## config.mk

```make
export PLATFORM = sky130hd
export DESIGN_NAME = boreal_uart_mmio_bridge_flat
export DESIGN_NICKNAME = d
export VERILOG_FILES = /design/src/rtl/boreal_uart_mmio_bridge_if.sv /design/src/rtl/boreal_uart_mmio_bridge.sv /design/src/flat_wrapper.sv
export SDC_FILE = /design/constraint.sdc
export NUM_CORES = 1
export LEC_CHECK = 0
export BUFFER_PORTS_ARGS = -buffer_cell sky130_fd_sc_hd__buf_4
export CELL_PAD_IN_SITES_DETAIL_PLACEMENT = 2
export CELL_PAD_IN_SITES_GLOBAL_PLACEMENT = 2
export CORE_MARGIN = 1
export CORE_UTILIZATION = 36
export DETAILED_ROUTE_END_ITERATION = 16
export PLACE_DENSITY = 0.74
export RECOVER_POWER = 100
export SLEW_MARGIN = 20
export SYNTH_ARGS = -nofsm -noshare
export SYNTH_HDL_FRONTEND = slang
export SYNTH_SLANG_ARGS = --single-unit
```

## constraint.sdc

```tcl
create_clock -name clk -period 2 [get_ports clk]
set_input_delay 0.1 -clock clk [delete_from_list [all_inputs] [get_ports clk]]
set_output_delay 0.1 -clock clk [all_outputs]
set_load 0.01 [all_outputs]
```

## src/rtl/boreal_uart_mmio_bridge_if.sv

```systemverilog
// Memory-side port of the Boreal UART bridge: weight RAM write strobe, read strobe, address and data.
interface boreal_uart_mmio_bridge_if #(
    parameter int ADDR_W = 10,
    parameter int DATA_W = 16
);
    logic              mem_we;
    logic              mem_re;
    logic [ADDR_W-1:0] mem_addr;
    logic [DATA_W-1:0] mem_din;
    logic [DATA_W-1:0] mem_dout;

    modport master (output mem_we, mem_re, mem_addr, mem_din, input mem_dout);
    modport slave  (input mem_we, mem_re, mem_addr, mem_din, output mem_dout);
endinterface

```

## src/rtl/boreal_uart_mmio_bridge.sv

```systemverilog
// UART 8N1 to weight-memory bridge: framed command parser, memory write/read, learning freeze control.
// Optional macro BOREAL_UART_ACK_EN: acknowledge WRITE/FREEZE/RESUME and report checksum errors on tx.
//
// state    | meaning
// P_IDLE   | waiting for 0xAA sync byte
// P_CMD    | expecting command byte
// P_AH     | expecting address high byte
// P_AL     | expecting address low byte
// P_DATA   | collecting DATA_BYTES data bytes, MSB first
// P_CHK    | expecting checksum byte
// P_EXEC   | applying the command; strobes launched on exit
// P_RDWAIT | mem_re high, memory responding
// P_RDCAP  | capturing mem_dout into the response buffer
// P_RESP   | transmitting the response frame
module boreal_uart_mmio_bridge #(
    parameter int CLK_FREQ    = 100_000_000,
    parameter int BAUD_RATE   = 115_200,
    parameter int ADDR_W      = 10,
    parameter int DATA_BYTES  = 2,
    parameter int TIMEOUT_BIT = 20
) (
    input  logic                             clk,
    input  logic                             rst_n,
    input  logic                             rx,
    output logic                             tx,
    boreal_uart_mmio_bridge_if.master        mem,
    output logic                             learn_freeze,
    output logic [7:0]                       crc_err_cnt,
    output logic                             busy
);
    localparam int DATA_W = 8 * DATA_BYTES;
    localparam int DIV    = CLK_FREQ / BAUD_RATE;
    localparam int CNT_W  = $clog2(DIV);
    localparam int TO_CYC = TIMEOUT_BIT * DIV;
    localparam int TO_W   = $clog2(TO_CYC + 1);

    localparam logic [7:0] SYNC_REQ   = 8'hAA;
    localparam logic [7:0] SYNC_RSP   = 8'h55;
    localparam logic [7:0] ERR_CODE   = 8'hEE;
    localparam logic [7:0] CMD_WRITE  = 8'h01;
    localparam logic [7:0] CMD_FREEZE = 8'h02;
    localparam logic [7:0] CMD_RESUME = 8'h03;
    localparam logic [7:0] CMD_READ   = 8'h04;

`ifdef BOREAL_UART_ACK_EN
    localparam bit ACK_EN = 1'b1;
`else
    localparam bit ACK_EN = 1'b0;
`endif

    typedef enum logic [3:0] {
        P_IDLE, P_CMD, P_AH, P_AL, P_DATA, P_CHK, P_EXEC, P_RDWAIT, P_RDCAP, P_RESP
    } state_t;

    state_t state, state_nxt;

    logic             rx_s1, rx_s2, rx_s3, rx_act, rx_valid, rx_ferr;
    logic [3:0]       rx_bit;
    logic [CNT_W-1:0] rx_cnt;
    logic [7:0]       rx_sh;

    logic             tx_busy, tx_start;
    logic [3:0]       tx_bit;
    logic [CNT_W-1:0] tx_cnt;
    logic [8:0]       tx_sh;
    logic [7:0]       tx_byte;

    logic [7:0]        cmd, chk_acc, rsp_cmd, rsp_chk;
    logic [15:0]       addr_hl;
    logic [DATA_W-1:0] data, rsp_data;
    logic [1:0]        dcnt;
    logic [2:0]        rsp_idx, rsp_dend;
    logic [TO_W-1:0]   to_cnt;
    logic              in_frame, chk_bad, err_inc;

    function automatic logic [7:0] xor_bytes(input logic [DATA_W-1:0] d);
        logic [7:0] x;
        x = '0;
        for (int i = 0; i < DATA_BYTES; i++) x = x ^ d[8*i +: 8];
        return x;
    endfunction

    assign busy     = (state != P_IDLE);
    assign in_frame = state inside {P_CMD, P_AH, P_AL, P_DATA, P_CHK};
    assign chk_bad  = (state == P_CHK) && rx_valid && (rx_sh != chk_acc);
    // a malformed byte in IDLE only counts if it looked like a sync attempt
    assign err_inc  = chk_bad || (rx_ferr && ((state != P_IDLE) || (rx_sh == SYNC_REQ)));

    // receiver: start re-checked at half bit, then data and stop sampled at bit centres
    always_ff @(posedge clk or negedge rst_n) begin
        if (!rst_n) begin
            {rx_s1, rx_s2, rx_s3} <= 3'b111;
            rx_act   <= 1'b0;
            rx_bit   <= '0;
            rx_cnt   <= '0;
            rx_sh    <= '0;
            rx_valid <= 1'b0;
            rx_ferr  <= 1'b0;
        end else begin
            rx_s1    <= rx;
            rx_s2    <= rx_s1;
            rx_s3    <= rx_s2;
            rx_valid <= 1'b0;
            rx_ferr  <= 1'b0;
            if (!rx_act) begin
                if (rx_s3 && !rx_s2) begin
                    rx_act <= 1'b1;
                    rx_bit <= '0;
                    rx_cnt <= CNT_W'(DIV / 2 - 1);
                end
            end else if (rx_cnt != '0) begin
                rx_cnt <= rx_cnt - CNT_W'(1);
            end else begin
                rx_cnt <= CNT_W'(DIV - 1);
                rx_bit <= rx_bit + 4'd1;
                if (rx_bit == 4'd0) begin
                    if (rx_s2) rx_act <= 1'b0;
                end else if (rx_bit <= 4'd8) begin
                    rx_sh <= {rx_s2, rx_sh[7:1]};
                end else begin
                    rx_act <= 1'b0;
                    if (rx_s2) rx_valid <= 1'b1;
                    else       rx_ferr  <= 1'b1;
                end
            end
        end
    end

    always_ff @(posedge clk or negedge rst_n) begin
        if (!rst_n) begin
            tx      <= 1'b1;
            tx_busy <= 1'b0;
            tx_sh   <= '1;
            tx_bit  <= '0;
            tx_cnt  <= '0;
        end else if (!tx_busy) begin
            if (tx_start) begin
                tx      <= 1'b0;
                tx_busy <= 1'b1;
                tx_sh   <= {1'b1, tx_byte};
                tx_bit  <= '0;
                tx_cnt  <= CNT_W'(DIV - 1);
            end
        end else if (tx_cnt != '0) begin
            tx_cnt <= tx_cnt - CNT_W'(1);
        end else if (tx_bit == 4'd9) begin
            tx_busy <= 1'b0;
        end else begin
            tx     <= tx_sh[0];
            tx_sh  <= {1'b1, tx_sh[8:1]};
            tx_bit <= tx_bit + 4'd1;
            tx_cnt <= CNT_W'(DIV - 1);
        end
    end

    always_comb begin
        tx_byte = rsp_chk;
        if (rsp_idx == 3'd0)         tx_byte = SYNC_RSP;
        else if (rsp_idx == 3'd1)    tx_byte = rsp_cmd;
        else if (rsp_idx < rsp_dend) tx_byte = rsp_data[DATA_W-1 -: 8];
    end

    always_comb begin
        state_nxt = state;
        tx_start  = 1'b0;
        case (state)
            P_IDLE: if (rx_valid && rx_sh == SYNC_REQ) state_nxt = P_CMD;
            P_CMD:  if (rx_valid) state_nxt = P_AH;
            P_AH:   if (rx_valid) state_nxt = P_AL;
            P_AL:   if (rx_valid) state_nxt = P_DATA;
            P_DATA: if (rx_valid && dcnt == 2'd0) state_nxt = P_CHK;
            P_CHK: begin
                if (rx_valid) begin
                    if (rx_sh == chk_acc) state_nxt = P_EXEC;
                    else                  state_nxt = ACK_EN ? P_RESP : P_IDLE;
                end
            end
            P_EXEC: begin
                if (cmd == CMD_READ)
                    state_nxt = P_RDWAIT;
                else if (ACK_EN && (cmd == CMD_WRITE || cmd == CMD_FREEZE || cmd == CMD_RESUME))
                    state_nxt = P_RESP;
                else
                    state_nxt = P_IDLE;
            end
            P_RDWAIT: state_nxt = P_RDCAP;
            P_RDCAP:  state_nxt = P_RESP;
            P_RESP: begin
                if (!tx_busy) begin
                    if (rsp_idx > rsp_dend) state_nxt = P_IDLE;
                    else                    tx_start  = 1'b1;
                end
            end
            default: state_nxt = P_IDLE;
        endcase
        if (in_frame && (rx_ferr || to_cnt == '0)) state_nxt = P_IDLE;
    end

    always_ff @(posedge clk or negedge rst_n) begin
        if (!rst_n) state <= P_IDLE;
        else        state <= state_nxt;
    end

    always_ff @(posedge clk or negedge rst_n) begin
        if (!rst_n) begin
            cmd          <= '0;
            chk_acc      <= '0;
            addr_hl      <= '0;
            data         <= '0;
            dcnt         <= '0;
            rsp_cmd      <= '0;
            rsp_chk      <= '0;
            rsp_data     <= '0;
            rsp_idx      <= '0;
            rsp_dend     <= '0;
            to_cnt       <= TO_W'(TO_CYC);
            mem.mem_we   <= 1'b0;
            mem.mem_re   <= 1'b0;
            mem.mem_addr <= '0;
            mem.mem_din  <= '0;
            learn_freeze <= 1'b0;
            crc_err_cnt  <= '0;
        end else begin
            mem.mem_we <= 1'b0;
            mem.mem_re <= 1'b0;
            if (state == P_IDLE || rx_valid) to_cnt <= TO_W'(TO_CYC);
            else if (to_cnt != '0)           to_cnt <= to_cnt - TO_W'(1);
            if (err_inc && crc_err_cnt != 8'hFF) crc_err_cnt <= crc_err_cnt + 8'd1;
            if (rx_valid && state inside {P_CMD, P_AH, P_AL, P_DATA}) chk_acc <= chk_acc ^ rx_sh;
            case (state)
                P_IDLE: chk_acc <= '0;
                P_CMD:  if (rx_valid) cmd <= rx_sh;
                P_AH:   if (rx_valid) addr_hl[15:8] <= rx_sh;
                P_AL: begin
                    if (rx_valid) begin
                        addr_hl[7:0] <= rx_sh;
                        dcnt         <= 2'(DATA_BYTES - 1);
                    end
                end
                P_DATA: begin
                    if (rx_valid) begin
                        data <= DATA_W'({data, rx_sh});
                        dcnt <= dcnt - 2'd1;
                    end
                end
                P_CHK: begin
                    if (chk_bad) begin
                        rsp_cmd  <= ERR_CODE;
                        rsp_chk  <= ERR_CODE;
                        rsp_dend <= 3'd2;
                        rsp_idx  <= '0;
                    end
                end
                P_EXEC: begin
                    rsp_cmd  <= cmd;
                    rsp_chk  <= cmd;
                    rsp_dend <= 3'd2;
                    rsp_idx  <= '0;
                    case (cmd)
                        CMD_WRITE: begin
                            mem.mem_we   <= 1'b1;
                            mem.mem_addr <= addr_hl[ADDR_W-1:0];
                            mem.mem_din  <= data;
                        end
                        CMD_FREEZE: learn_freeze <= 1'b1;
                        CMD_RESUME: learn_freeze <= 1'b0;
                        CMD_READ: begin
                            mem.mem_re   <= 1'b1;
                            mem.mem_addr <= addr_hl[ADDR_W-1:0];
                        end
                        default: ;
                    endcase
                end
                P_RDCAP: begin
                    rsp_data <= mem.mem_dout;
                    rsp_chk  <= cmd ^ xor_bytes(mem.mem_dout);
                    rsp_dend <= 3'(2 + DATA_BYTES);
                end
                P_RESP: begin
                    if (tx_start) begin
                        rsp_idx <= rsp_idx + 3'd1;
                        if (rsp_idx >= 3'd2 && rsp_idx < rsp_dend) rsp_data <= rsp_data << 8;
                    end
                end
                default: ;
            endcase
        end
    end
endmodule

```

## src/flat_wrapper.sv

```systemverilog
// flat-port wrapper written by rule: the top's interface ports become plain ports
module boreal_uart_mmio_bridge_flat 
#(
    parameter int CLK_FREQ    = 100_000_000,
    parameter int BAUD_RATE   = 115_200,
    parameter int ADDR_W      = 10,
    parameter int DATA_BYTES  = 2,
    parameter int TIMEOUT_BIT = 20
)
  (clk, rst_n, rx, tx, learn_freeze, crc_err_cnt, busy, mem_mem_we, mem_mem_re, mem_mem_addr, mem_mem_din, mem_mem_dout);
  boreal_uart_mmio_bridge_if #(.ADDR_W(ADDR_W), .DATA_W(16)) mem_i ();
  input  logic clk;
  input  logic rst_n;
  input  logic rx;
  output logic tx;
  output logic learn_freeze;
  output logic [7:0] crc_err_cnt;
  output logic busy;
  output wire logic [$bits(mem_i.mem_we)-1:0] mem_mem_we;
  output wire logic [$bits(mem_i.mem_re)-1:0] mem_mem_re;
  output wire logic [$bits(mem_i.mem_addr)-1:0] mem_mem_addr;
  output wire logic [$bits(mem_i.mem_din)-1:0] mem_mem_din;
  input wire logic [$bits(mem_i.mem_dout)-1:0] mem_mem_dout;
  assign mem_mem_we = mem_i.mem_we;
  assign mem_mem_re = mem_i.mem_re;
  assign mem_mem_addr = mem_i.mem_addr;
  assign mem_mem_din = mem_i.mem_din;
  assign mem_i.mem_dout = mem_mem_dout;
  boreal_uart_mmio_bridge #(.CLK_FREQ(CLK_FREQ), .BAUD_RATE(BAUD_RATE), .ADDR_W(ADDR_W), .DATA_BYTES(DATA_BYTES), .TIMEOUT_BIT(TIMEOUT_BIT)) u_core (.clk(clk), .rst_n(rst_n), .rx(rx), .tx(tx), .mem(mem_i), .learn_freeze(learn_freeze), .crc_err_cnt(crc_err_cnt), .busy(busy));
endmodule
```

==> metrics.yaml, run 1 <==
die:
  start_util: 0.366
  die_w_um: 159
  core_area_mm2: 0.0242
  die_y_um: 159
  die_area_mm2: 0.0253
  row_count: 57
  ioPinCount: 58
final_layout:
  n_antenna_cell: 0
  final_nets: 1038
  synthToLayoutAreaGrowth_pct: 26.6
  post-route-util: 0.463
  drive_above_1_share: 0.251
clock_tree:
  clockBufferDepth: 2
  cts_sinks: 189
  cts_inserted_buffers: 17
  htree_levels: 4
  root_buffer: "clkbuf_16"
  clock_latency_ns: 0.45
  path_clk_slew_ns: 0.08
  cts_tree: "built"
yosys:
  ys_top_cells_by_area: "dfrtp_1 48%, dfstp_2 5.3%, mux2_2 5.2%"
  syn-num-nets: 888
  syn_inst: 852
  synth_common_cells: "171 x dfrtp_1, 112 x nand2_1, 62 x nor2_1, 47 x o21ai_0, 41 x mux2_2"
  ys_ff_latch: 189
  yosys.cell_count.top_type: "dfrtp_1"
  post_synth_num_cell_types: 65
  syn-cell-area_mm2: 0.00887
  synth-edff-count: 0
  synthFlopType: "dfrtp_1"
  seq_area_frac_synth: 0.536
  ys_async_sr_fraction: 1.00
  synth_top_area_share: 0.482
  yosysWarningCount: 0
  synth.avg_cell_area_um2: 10.4
  synth_area_leader_cell: "dfrtp_1"
timing:
  rsz0062_at_grt: "true"
  fin_ws_ns: -0.0813
  worst_pin_slew_ns: 1.52
  max_freq_mhz: 480
  clock-skew-final_ns: 0.0101
  timing.final.crit_share: 1.04
  relSlewSlack: -0.0116
  period_minus_slack_ns: 2.08
  hold_violations: 0
  maxSlewViolCount: 55
  setup_violations: 13
worst_setup_path:
  arrival_ns: 2.42
  startpoint_type: "register"
  cp.required_ns: 2.34
  cp_max_fo: 7
  worstSetupPathType: "reg2reg"
  critPathCaptureType: "register"
global_route:
  grt_overflow: 0
  grt_max_degree: 55
  grt_first_pass_wirelength_mm: 42.9
  grt_pass1_vias: 7913
  antenna_found_initial: 0
  track_usage: 0.215
power:
  power_density_mw_per_mm2: 732
  power_uw: 8220
  irDropWorstVdd_v: 0.000417
  p_leak_uw: 0.00512
status:
  violations: "max-capacitance violations, max-slew violations, negative setup slack"
  status: "finished with violations"
hold_path:
  hp-class: "in2reg"
routing:
  ant_nets: 0
  drt-initial-drc-count: 244
  wl_per_cell_um: 19.7
  dr_total_vias: 6975
  route.detailed.drc: 0
  vias_per_cell: 5.21
  drt-total-wl_mm: 26.4
  drt-pass1-iter-count: 4
job:
  cap_violations: 1
placed_design:
  hpwl_mm: 17.5
  port_buffers: 57
  place.gp.congestion: 0.770
[routing by layer]
layer / vias to the layer above / routed length, µm / track usage
met4: 0 / 412 / 0.0647
met1: 3626 / 11300 / 0.263
li1: 3252 / - / -
met5: - / 0 / 0
met3: 29 / 424 / 0.0318
met2: 68 / 14200 / 0.390
[path summary, 6_finish.rpt]
path / startpoint / endpoint / slack, ns / cells after the start
worst max register to register: u_core.rsp_idx[2]$_DFFE_PN0P_ / u_core.state[2]$_DFFE_PN0P_ / -0.08 / 8
worst min-delay path: rx / u_core.rx_s1$_DFF_PN1_ / 0.32 / 2
max in group asynchronous: rst_n / u_core.rx_sh[4]$_DFFE_PN0P_ / 0.21 / 3
min in group asynchronous: rst_n / u_core.rsp_data[6]$_DFFE_PN0P_ / 0.56 / 2
worst min register to register: u_core.rx_s1$_DFF_PN1_ / u_core.rx_s2$_DFF_PN1_ / 0.37 / 0
worst max-delay path: u_core.rsp_idx[2]$_DFFE_PN0P_ / u_core.state[2]$_DFFE_PN0P_ / -0.08 / 8
[cells by family (layout without fill, tap and decap cells)]
kind of cell             after synthesis  count (layout)  share of synthesized area
AO/OA/AOI/OAI                        160             160                      0.105
adder cells (fa/ha/maj)               18              18                     0.0251
AND/OR/NAND/NOR                      300             300                      0.165
XOR/XNOR                              43              43                     0.0424
multiplexers                          78              78                     0.0976
flip-flops                           189             189                      0.536
buffers and inverters                 64             227                     0.0292
[timing repair]
action | 4_1_cts | 5_1_grt
endpoints found under the hold margin | 61 | 0
pin swaps | 6 | 10
setup buffers | 6 | 6
resized for setup | 15 | 35
setup endpoints to repair | 37 | 97
hold buffers | 18 | 0
[area by class of cell]
class,count,area [µm²]
flip-flops and latches,189,4750
clock buffers,17,425
well taps,324,405
repair buffers,170,1240
fillers,2522,13000
clock inverters,15,218
multi-input cells,599,4090
inverters,25,93.8
[power breakdown]
part	switching, µW	internal [µW]
clock	1900	1770
combinational	298	211
sequential	114	3920
[metrics by stage]
step | setup slack, ns | std cells | hold WS, ns | TNS, ns | area [µm²]
global placement | -0.0226 | 1277 | 0.118 | -0.0357 | 10300
detailed placement | -0.149 | 1277 | 0.118 | -0.498 | 10300
floorplan | 0.00224 | 852 | -0.196 | 0 | 8930
global route | -0.134 | 1339 | 0.312 | -5.70 | 11200
finish | -0.0813 | 1339 | 0.317 | -0.587 | 11200
CTS | -0.0346 | 1333 | 0.208 | -0.0706 | 11200
[state kept, by name, summed over array words and instances, names as in the netlist, 8 cells and up]
signal / count
u_core.data: 16
u_core.mem.mem_din: 16
u_core.rsp_data: 16
u_core.to_cnt: 15
u_core.addr_hl: 10
u_core.mem.mem_addr: 10
u_core.rx_cnt: 10
u_core.tx_cnt: 10
u_core.chk_acc: 8
u_core.cmd: 8
u_core.crc_err_cnt: 8
u_core.rsp_chk: 8
u_core.rsp_cmd: 8
u_core.rx_sh: 8
u_core.tx_sh: 8
[layout by cell type (no fill, tap or decap), types with 12 or more instances in the layout]
master / n
a31oi_1: 12
a21oi_1: 33
dlygate4sd3_1: 18
inv_1: 20
nor3_1: 17
mux2_1: 27
dfstp_2: 16
xnor2_1: 27
mux2_2: 41
o21ai_0: 47
ha_1: 14
dfrtp_1: 170
nand3_1: 26
nor2_1: 60
nand2_1: 111
o21ai_1: 27
clkbuf_16: 17
xor2_1: 15
buf_4: 98
clkbuf_1: 41
[critical path, stage by stage, from the launching register on]
cell,delay [ns]
dfrtp_1,0.43
ha_4,0.29
nor2b_4,0.17
o21ai_2,0.08
buf_4,0.15
o21ai_2,0.18
nand3_2,0.17
a221o_1,0.30
a21oi_1,0.21
Note: power is estimated with default switching activity, not from simulation.
==> run 2, diff against run 1 <==
CORE_UTILIZATION = 43   (was 36)
PLACE_DENSITY = 0.83   (was 0.74)
clock period = 2.57 ns   (was 2 ns; I/O delays follow)
==> metrics.yaml, run 2 (synthesis gave the netlist of run 1 again) <==
timing:
  rsz0062_at_grt: "false"
  hold_violations: 0  # unchanged
  clock-skew-final_ns: 0.0168  # +0.00667 ns
  max_freq_mhz: 410  # -15%
  relSlewSlack: -0.321  # -0.310
  timing.final.crit_share: 0.948  # -0.0927
  setup_violations: 0  # -13
  period_minus_slack_ns: 2.44  # +0.355 ns
  maxSlewViolCount: 67  # +22%
  finalSetupTns_ns: 0  # +0.587 ns
  fin_ws_ns: 0.134  # +0.215 ns
  worst_pin_slew_ns: 1.98  # +0.465 ns
global_route:
  grt_max_degree: 69  # +25%
  antenna_found_initial: 0  # unchanged
  grt_first_pass_wirelength_mm: 47.8  # +11%
  grt_overflow: 0  # unchanged
  grt_pass1_vias: 8199  # +3.6%
  track_usage: 0.296  # +0.0814
routing:
  dr_total_vias: 7001  # +0.37%
  vias_per_cell: 5.78  # +11%
  drt-pass1-iter-count: 4  # unchanged
  drt-total-wl_mm: 29.9  # +13%
  wl_per_cell_um: 24.7  # +25%
  route.detailed.drc: 0  # unchanged
  ant_nets: 0  # unchanged
  drt-initial-drc-count: 325  # +33%
hold_path:
  hold_depth: 2  # unchanged
  hp-class: "in2reg"
placed_design:
  place_ws_ns: 0.180  # +0.330 ns
  dpl_cell_area_mm2: 0.00967  # -6.2%
  place.gp.congestion: 0.818  # +6.2%
  hpwl_mm: 18.3  # +4.3%
  port_buffers: 57  # unchanged
  placedCellCount: 1162  # -9.0%
final_layout:
  fill_cells: 2106  # -16%
  final_cell_mix: "171 x dfrtp_1, 112 x nand2_1, 69 x o21ai_0"
  final_common_cell: "dfrtp_1"
  drive_above_1_share: 0.138  # -0.113
  regArea_mm2: 0.00475  # about the same
  layout_top_registers: "u_core.data x16, u_core.mem.mem_din x16, u_core.rsp_data x16"
  synthToLayoutAreaGrowth_pct: 15.8
  final_nets: 965  # -7.0%
  n_antenna_cell: 0  # unchanged
  fin_cells: 1212  # -9.5%
  final_area_mm2: 0.0103  # -8.5%
  multiInputGateArea_mm2: 0.00385  # -6.0%
power:
  p_int_uw: 4540  # -23%
  p_clk_frac: 0.439  # -0.008
  pwr-share-seq: 0.496  # +0.005
  swShare: 0.284  # +0.00279
  irDropWorstVdd_v: 0.000395  # -5.1%
  combPwrFrac: 0.065  # +0.003
  p_switching_uw: 1800  # -22%
  power_uw: 6350  # -23%
  power_density_mw_per_mm2: 618  # -16%
  p_leak_uw: 0.00467  # -8.6%
die:
  ioPinCount: 58  # unchanged
  die_area_mm2: 0.0212  # -16%
  die_w_um: 146  # -8.4%
  core_area_mm2: 0.0202  # -17%
  die_y_um: 146  # -8.4%
  start_util: 0.438  # +0.0726
  row_count: 52  # -8.8%
worst_setup_path:
  startpoint_type: "register"
  cp.required_ns: 2.93  # +0.59 ns
  cp_max_fo: 16  # +9
  worstSetupPathType: "reg2reg"
  critPathCaptureType: "register"
  reg2regPathDepth: 8  # unchanged
  arrival_ns: 2.80  # +0.38 ns
clock_tree:
  cts_setup_buffers: 0  # -6
  cts_inserted_buffers: 17  # unchanged
  clockBufferDepth: 2  # unchanged
  path_clk_slew_ns: 0.09  # about the same
  cts_sinks: 189  # unchanged
  clock_latency_ns: 0.45  # about the same
  htree_levels: 4  # unchanged
  root_buffer: "clkbuf_16"
  cts_tree: "built"
status:
  violations: "max-capacitance violations, max-slew violations"
  status: "finished with violations"
job:
  cap_violations: 1  # unchanged
==> run 2: power groups by stage <==
stage | clock network (µW) | registers [µW] | logic [µW]
after floorplan | 0 | 3170 | 201
after global placement | 0 | 3180 | 334
after detailed placement | 0 | 3200 | 372
after CTS | 2790 | 3140 | 414
after global routing | 2930 | 3160 | 460
final | 2790 | 3150 | 411
==> run 2: worst paths after layout <==
path,from,end,slack [ns]
setup / recovery,u_core.state[1]$_DFFE_PN0P_,u_core.rsp_data[10]$_DFFE_PN0P_,0.13
hold / removal,rx,u_core.rx_s1$_DFF_PN1_,0.33
setup reg to reg,u_core.state[1]$_DFFE_PN0P_,u_core.rsp_data[10]$_DFFE_PN0P_,0.13
hold reg to reg,u_core.rx_s1$_DFF_PN1_,u_core.rx_s2$_DFF_PN1_,0.37
max in group asynchronous,rst_n,u_core.tx_sh[4]$_DFFE_PN1P_,0.34
min in group asynchronous,rst_n,u_core.crc_err_cnt[4]$_DFFE_PN0P_,0.80
==> run 2: stage by stage <==
| stage | hold WS, ns | utilization |
|---|---|---|
| after global placement | 0.200 | 0.478 |
| after CTS | 0.305 | 0.517 |
| final | 0.334 | 0.508 |
| after floorplan | -0.167 | - |
| after detailed placement | 0.212 | 0.478 |
| after global routing | 0.325 | 0.508 |
==> run 2: timing repair <==
action,CTS,global route
gates resized for setup,0,2
hold buffers,18,0
endpoints found under the hold margin,73,0
setup endpoints to repair,0,6
==> run 2: worst max-delay path: stages, from the launching register on <==
cell and delay, ns:
dfrtp_1 0.51, and2b_2 0.35, and3_1 0.23, buf_4 0.22
nand3_1 0.24, o21ai_1 0.30, buf_4 0.27, nor2_1 0.07
a31oi_1 0.16
==> run 2: area by class of cell <==
cell class / instances / share of cell area
timing repair buffer: 97 / 0.0609
clock buffer: 17 / 0.0414
tap: 270 / 0.0329
sequential: 189 / 0.463
inverter: 25 / 0.00914
clock inverter: 15 / 0.0183
multi-input combinational: 599 / 0.375
==> run 2: metal layers <==
layer | vias to the layer above | global-route usage | part of all wire
met5 | - | 0 | 0
met4 | 0 | 0.140 | 0.044
met3 | 82 | 0.0533 | 0.029
met2 | 164 | 0.538 | 0.53
met1 | 3651 | 0.337 | 0.39
li1 | 3104 | - | -
